==> config.mk <==
export PLATFORM = sky130hd
export DESIGN_NAME = axil_req_arb
export DESIGN_NICKNAME = d
export VERILOG_FILES = /design/src/rtl/axil_pkg.sv /design/src/rtl/rr_arbiter.sv /design/src/rtl/axil_req_arb.sv
export SDC_FILE = /design/constraint.sdc
export NUM_CORES = 1
export LEC_CHECK = 0
export BUFFER_PORTS_ARGS = -buffer_cell sky130_fd_sc_hd__buf_4
export CAP_MARGIN = 20
export CORE_AREA = 5 5 181 183
export DETAILED_ROUTE_END_ITERATION = 7
export DIE_AREA = 0 0 186 188
export PLACE_DENSITY = 0.58
export SLEW_MARGIN = 10
export SYNTH_ARGS = -nofsm -noshare
export SYNTH_HDL_FRONTEND = slang
export SYNTH_SLANG_ARGS = --single-unit
==> constraint.sdc <==
create_clock -name aclk -period 4.1 [get_ports aclk]
set_clock_uncertainty 0.15 [all_clocks]
set_input_delay 0.205 -clock aclk [delete_from_list [all_inputs] [get_ports aclk]]
set_output_delay 0.205 -clock aclk [all_outputs]
set_load 0.01 [all_outputs]
==> src/rtl/axil_pkg.sv <==
// Shared types and constants for the AXI-Lite requester arbiter and its helpers.
package axil_pkg;

  typedef enum logic [2:0] {
    IDLE = 3'd0,
    WR   = 3'd1,
    WR_B = 3'd2,
    RD_A = 3'd3,
    RD_D = 3'd4,
    RESP = 3'd5
  } axil_state_t;

  localparam logic [1:0] RESP_OKAY   = 2'b00;
  localparam logic [1:0] RESP_EXOKAY = 2'b01;
  localparam logic [1:0] RESP_SLVERR = 2'b10;
  localparam logic [1:0] RESP_DECERR = 2'b11;

  // Index width for n entries; a single entry still needs a 1-bit index.
  function automatic int unsigned idx_width(input int unsigned n);
    return (n > 1) ? $clog2(n) : 1;
  endfunction

endpackage

==> src/rtl/rr_arbiter.sv <==
// Combinational round-robin arbiter: rotate requests by ptr, take the lowest set
// bit, rotate the one-hot result back.
module rr_arbiter
  import axil_pkg::*;
#(
  parameter int unsigned NUM_REQ = 4
) (
  input  logic [NUM_REQ-1:0]              req,
  input  logic [idx_width(NUM_REQ)-1:0]   ptr,
  output logic [NUM_REQ-1:0]              grant,
  output logic [idx_width(NUM_REQ)-1:0]   grant_idx,
  output logic                            any
);

  localparam int unsigned PTR_W = idx_width(NUM_REQ);
  localparam int unsigned SUM_W = PTR_W + 1;

  logic [NUM_REQ-1:0] rot;
  logic [NUM_REQ-1:0] rot_g;
  logic [SUM_W-1:0]   back_sh;
  logic [SUM_W-1:0]   sum;

  assign back_sh = SUM_W'(NUM_REQ) - SUM_W'(ptr);

  // Rotating left by (NUM_REQ - ptr) makes shifts by NUM_REQ drop out cleanly when ptr is 0.
  assign rot   = (req >> ptr) | (req << back_sh);
  assign grant = (rot_g << ptr) | (rot_g >> back_sh);

  always_comb begin
    rot_g = '0;
    sum   = '0;
    any   = 1'b0;
    for (int i = 0; i < NUM_REQ; i++) begin
      if (!any && rot[i]) begin
        any      = 1'b1;
        rot_g[i] = 1'b1;
        sum      = SUM_W'(ptr) + SUM_W'(i);
      end
    end
    grant_idx = (sum >= SUM_W'(NUM_REQ)) ? PTR_W'(sum - SUM_W'(NUM_REQ)) : PTR_W'(sum);
  end

endmodule

==> src/rtl/axil_req_arb.sv <==
// Round-robin arbiter sharing one AXI-Lite master port between NUM_REQ simple
// register-access requesters; one outstanding single-beat transaction at a time.
module axil_req_arb
  import axil_pkg::*;
#(
  parameter int unsigned NUM_REQ    = 4,
  parameter int unsigned ADDR_WIDTH = 32,
  parameter int unsigned DATA_WIDTH = 32,
  parameter logic [2:0]  PROT       = 3'b000
) (
  input  logic                               aclk,
  input  logic                               rst,
  input  logic [NUM_REQ-1:0]                 req_valid,
  output logic [NUM_REQ-1:0]                 req_ready,
  input  logic [NUM_REQ-1:0]                 req_we,
  input  logic [NUM_REQ*ADDR_WIDTH-1:0]      req_addr,
  input  logic [NUM_REQ*DATA_WIDTH-1:0]      req_wdata,
  input  logic [NUM_REQ*DATA_WIDTH/8-1:0]    req_wstrb,
  output logic [NUM_REQ-1:0]                 rsp_valid,
  output logic [DATA_WIDTH-1:0]              rsp_rdata,
  output logic [1:0]                         rsp_resp,
  output logic [ADDR_WIDTH-1:0]              m_axil_awaddr,
  output logic [2:0]                         m_axil_awprot,
  output logic                               m_axil_awvalid,
  input  logic                               m_axil_awready,
  output logic [DATA_WIDTH-1:0]              m_axil_wdata,
  output logic [DATA_WIDTH/8-1:0]            m_axil_wstrb,
  output logic                               m_axil_wvalid,
  input  logic                               m_axil_wready,
  input  logic [1:0]                         m_axil_bresp,
  input  logic                               m_axil_bvalid,
  output logic                               m_axil_bready,
  output logic [ADDR_WIDTH-1:0]              m_axil_araddr,
  output logic [2:0]                         m_axil_arprot,
  output logic                               m_axil_arvalid,
  input  logic                               m_axil_arready,
  input  logic [DATA_WIDTH-1:0]              m_axil_rdata,
  input  logic [1:0]                         m_axil_rresp,
  input  logic                               m_axil_rvalid,
  output logic                               m_axil_rready
);

  localparam int unsigned PTR_W  = idx_width(NUM_REQ);
  localparam int unsigned STRB_W = DATA_WIDTH / 8;

  axil_state_t state, state_next;

  logic [PTR_W-1:0]      rr_ptr, owner;
  logic [ADDR_WIDTH-1:0] addr_q;
  logic [DATA_WIDTH-1:0] wdata_q;
  logic [STRB_W-1:0]     wstrb_q;
  logic                  aw_done, w_done, aw_done_next, w_done_next;

  logic [NUM_REQ-1:0]    grant, owner_oh;
  logic [PTR_W-1:0]      grant_idx;
  logic                  grant_any, take;

  logic                  sel_we;
  logic [ADDR_WIDTH-1:0] sel_addr;
  logic [DATA_WIDTH-1:0] sel_wdata;
  logic [STRB_W-1:0]     sel_wstrb;

  rr_arbiter #(.NUM_REQ(NUM_REQ)) u_arb (
    .req       (req_valid),
    .ptr       (rr_ptr),
    .grant     (grant),
    .grant_idx (grant_idx),
    .any       (grant_any)
  );

  assign take = (state == IDLE) && grant_any;

  // Ready is the arbitration result itself, forced low while reset is held.
  always_comb begin
    req_ready = '0;
    if (take && !rst) req_ready = grant;
  end

  always_comb begin
    sel_we    = 1'b0;
    sel_addr  = '0;
    sel_wdata = '0;
    sel_wstrb = '0;
    for (int i = 0; i < NUM_REQ; i++) begin
      if (grant[i]) begin
        sel_we    = req_we[i];
        sel_addr  = req_addr[i*ADDR_WIDTH +: ADDR_WIDTH];
        sel_wdata = req_wdata[i*DATA_WIDTH +: DATA_WIDTH];
        sel_wstrb = req_wstrb[i*STRB_W +: STRB_W];
      end
    end
  end

  always_comb begin
    owner_oh = '0;
    for (int i = 0; i < NUM_REQ; i++) owner_oh[i] = (owner == PTR_W'(i));
  end

  always_ff @(posedge aclk or posedge rst) begin
    if (rst) state <= IDLE;
    else     state <= state_next;
  end

  always_comb begin
    state_next   = state;
    aw_done_next = 1'b0;
    w_done_next  = 1'b0;
    case (state)
      IDLE: if (grant_any) state_next = sel_we ? WR : RD_A;
      WR: begin
        aw_done_next = aw_done | (m_axil_awvalid & m_axil_awready);
        w_done_next  = w_done  | (m_axil_wvalid  & m_axil_wready);
        if (aw_done_next && w_done_next) state_next = WR_B;
      end
      WR_B: if (m_axil_bvalid && m_axil_bready)   state_next = RESP;
      RD_A: if (m_axil_arvalid && m_axil_arready) state_next = RD_D;
      RD_D: if (m_axil_rvalid && m_axil_rready)   state_next = RESP;
      RESP: state_next = IDLE;
      default: state_next = IDLE;
    endcase
  end

  // Channel controls are registered from the next state so valids never follow ready combinationally.
  always_ff @(posedge aclk or posedge rst) begin
    if (rst) begin
      rr_ptr         <= '0;
      owner          <= '0;
      addr_q         <= '0;
      wdata_q        <= '0;
      wstrb_q        <= '0;
      aw_done        <= 1'b0;
      w_done         <= 1'b0;
      m_axil_awvalid <= 1'b0;
      m_axil_wvalid  <= 1'b0;
      m_axil_bready  <= 1'b0;
      m_axil_arvalid <= 1'b0;
      m_axil_rready  <= 1'b0;
      rsp_valid      <= '0;
      rsp_rdata      <= '0;
      rsp_resp       <= RESP_OKAY;
    end else begin
      aw_done        <= (state_next == WR) && aw_done_next;
      w_done         <= (state_next == WR) && w_done_next;
      m_axil_awvalid <= (state_next == WR) && !aw_done_next;
      m_axil_wvalid  <= (state_next == WR) && !w_done_next;
      m_axil_bready  <= (state_next == WR_B);
      m_axil_arvalid <= (state_next == RD_A);
      m_axil_rready  <= (state_next == RD_D);

      if (take) begin
        addr_q  <= sel_addr;
        wdata_q <= sel_wdata;
        wstrb_q <= sel_wstrb;
        owner   <= grant_idx;
        rr_ptr  <= (grant_idx == PTR_W'(NUM_REQ - 1)) ? '0 : grant_idx + PTR_W'(1);
      end

      rsp_valid <= (state_next == RESP) ? owner_oh : '0;
      rsp_rdata <= '0;
      rsp_resp  <= RESP_OKAY;
      if (state == WR_B && m_axil_bvalid && m_axil_bready) rsp_resp <= m_axil_bresp;
      if (state == RD_D && m_axil_rvalid && m_axil_rready) begin
        rsp_rdata <= m_axil_rdata;
        rsp_resp  <= m_axil_rresp;
      end
    end
  end

  assign m_axil_awaddr = addr_q;
  assign m_axil_araddr = addr_q;
  assign m_axil_wdata  = wdata_q;
  assign m_axil_wstrb  = wstrb_q;
  assign m_axil_awprot = PROT;
  assign m_axil_arprot = PROT;

endmodule

==> metrics.txt <==
run status=complete, no violations; Finished Cell Area=0.0135 sq mm; Root Buffer=clkbuf_16; clock tree sinks=120; RSZ-0062 raised after global routing=false; sequential share of the synthesized area=44.9%; CP arrival=4060 ps; Crit. Startpoint=rr_ptr[0]; CTS Buf Count=17; Psw=4090 uW; Ant. Diodes=0; PwrDens=670 mW/mm^2; Leakage=0.00645 uW; worst min-delay path class=primary input to flip-flop; largest family of logic cells by synthesized area=compound AO/OA/AOI/OAI gates; xor and xnor area share after synthesis=0%; vias in the first global route=9100; Top FF cell, synth=dfrtp_1; Synth Area in Compound Gates=32.0%; Vias=8613; max incr delay on CP=~600 ps; Initial Util=a little over a fifth; Finished Core Util=between 40% and 50%; Cell Rows=65; Starting DRT DRC Count=between 400 and 500; actual slew at the worst max-slew pin=908 ps; pin count of the biggest net entering global routing=91; mux share of post-synthesis cell area=0.618%; Routed wire per std cell=20.9 um; crit path launch type=flip-flop; 1st-pass router iterations=5; CP Max Fanout=74; CTS tree=yes; R2R cell count=12; Max Cap Viol=0; most common cell after layout, fill and taps aside=buf_4; P_int=between 4000 and 5000 uW; first-pass GRT wire length=roughly 53000 um; Residual DRC=0; Avg Inst Size Synth=9.92 sq um; vias per std cell=4.94; WL met3=roughly 2800 um; area post-placement=0.0104 sq mm; relative slew slack=between 30% and 40%; Netlist cell types=66; initial antenna violation count=0; htree depth=4; CORE AREA=0.0311 sq mm; R2R Path End=m_axil_wdata[9]; die span in x=~190 um; RePlAce Congestion=0.885; M1 WL=between 10000 and 15000 um; uppermost routed layer=met4; pre-CTS WS=510 ps; number of synthesized flops with an enable pin=0; setup ws final=between 200 and 250 ps; Synth async-reset ratio=100%; Synth Area in Adders=0.561%; crit-path cells=inv_2, ha_2, mux2i_1, and2_1, o21ai_2, nor2_1, a2111oi_4, buf_4, buf_12, o221ai_1, dlygate4sd3_1, a21oi_1; Logic pwr share=61.3%; clock slew at reported path FFs=70 ps; GRT overflow=0; reg-to-reg startpoint=rr_ptr[0]; die footprint=0.0350 sq mm; Worst VDD drop=between 0.4 and 0.5 mV; cells after synthesis=674; met2 wire len=around 18000 um; post-route ant nets=0; synth warn=0; Nets=1655; Seq pwr share=21.7%; Max clock buf depth=2; clk_lat worst skew=slightly above 400 ps; Tcrit/Tclk final=~95%; total track usage=19.5%; Vert. Die Dim=188 um; CP max stage cell=dlygate4sd3_1; DP HPWL=24100 um; share of layout cells above drive strength 1=42.5%; R2R setup slack=220 ps; Post-Synth Simple-Gate Area=between 10% and 20%; number of placed I/O pins=476; Peak Freq=258 MHz; setup violation total in the final timing report=0; clock share of power=17.0%; Area growth syn-to-layout=101%; critical path data required time=4270 ps; Setup crit end kind=flip-flop; Cell Area, Synth=0.00669 sq mm; final wirelength=36400 um; #FFs+latches synth=120; Crit Path Category=flip-flop to flip-flop; max-slew violation count=0; Final min period=3880 ps; most frequent cells in the layout=buf_4, dlygate4sd3_1, dfrtp_1, nand2_1, a21oi_1; Final Hold Fails=0; Fin Setup TNS=0 ps; CP endpoint=m_axil_wdata[9]; Final Power=9020 uW; I/O Buffers=around 470; switching part of the total=45.4%
cell usage after synthesis, types with 4 or more instances:
| cell type | instances | share of area [%] |
|---|---|---|
| buf_4 | 42 | 4.7 |
| nand2b_1 | 4 | 0.37 |
| and2_1 | 33 | 3.1 |
| dfrtp_1 | 120 | 45 |
| o221ai_1 | 68 | 8.9 |
| nor3_1 | 5 | 0.37 |
| nand2_1 | 83 | 4.7 |
| a221oi_1 | 48 | 6.3 |
| o21ai_0 | 9 | 0.67 |
| nor2b_1 | 5 | 0.47 |
| a221oi_2 | 20 | 4.5 |
| clkbuf_1 | 35 | 2.0 |
| a21oi_1 | 77 | 5.8 |
| buf_1 | 5 | 0.28 |
| buf_2 | 18 | 1.3 |
| nor2_1 | 19 | 1.1 |
| nor3b_1 | 5 | 0.56 |
layout make-up:
class | instances | area [sq um]
multi-input cells | 453 | 3140
repair buffers | 733 | 6200
inverters | 4 | 20.0
clock inverters | 15 | 158
flip-flops and latches | 120 | 3000
fillers | 2919 | 17600
clock buffers | 17 | 425
well taps | 402 | 503
power by group through the flow:
stage / Clock (uW) / Sequential, uW / Combinational [uW]
6_report: 1540 / 1960 / 5530
3_3_place_gp: 0 / 1960 / 4800
3_5_place_dp: 0 / 1970 / 4810
2_1_floorplan: 0 / 2020 / 2800
4_1_cts: 1600 / 1960 / 5350
5_1_grt: 1640 / 2000 / 5930
routing by layer:
layer  vias to the layer above  GRT usage [%]
met5                         -              0
met4                         0           7.37
met3                        73           3.94
met2                       495           34.4
met1                      4174           23.2
li1                       3871              -
sequential cells by signal (all words and copies together), names as in the netlist:
register,cells
m_axil_awvalid,1
w_done,1
rsp_valid,4
m_axil_wvalid,1
rr_ptr,2
rsp_rdata,32
m_axil_wstrb,4
m_axil_araddr,32
m_axil_wdata,32
aw_done,1
m_axil_arvalid,1
state,3
rsp_resp,2
owner,2
m_axil_rready,1
m_axil_bready,1
worst min path at each step:
stage                          start                end  slack [ps]  cells past startpoint
floorplan            m_axil_rdata[0]       rsp_rdata[0]         180                      1
global placement    m_axil_rdata[27]      rsp_rdata[27]         260                      2
detailed placement  m_axil_rdata[31]      rsp_rdata[31]         270                      2
CTS                    req_addr[105]   m_axil_araddr[9]           2                      3
global route           req_addr[118]  m_axil_araddr[22]           3                      3
finish                   req_addr[4]   m_axil_araddr[4]           4                      3
metrics by stage:
stage	cells	hold slack, ps
CTS	1738	1.82
detailed placement	1466	267
global route	1744	2.94
global placement	1466	263
finish	1744	3.74
floorplan	679	184
cell families after synthesis:
logic type	after synthesis
simple gates	175
flops	120
mux	4
compound gates	264
fa+ha+maj	3
buf+inv	107
other cells	1
worst max-delay path, delay by kind of cell (launching register included):
family / cells / cell delay, ps
AO/OA/AOI/OAI: 4 / 950
flip-flops: 1 / 380
adder cells (fa/ha/maj): 1 / 370
buffers and inverters: 4 / 1330
AND/OR/NAND/NOR: 2 / 350
multiplexers: 1 / 200
timing repair:
item / in CTS / in global routing
endpoints found under the setup margin: 0 / 55
setup buffers: 0 / 5
hold endpoints to repair: 190 / 0
hold buffers: 240 / 0
gates resized for setup: 0 / 1
Power figures use the tool's default switching activity.
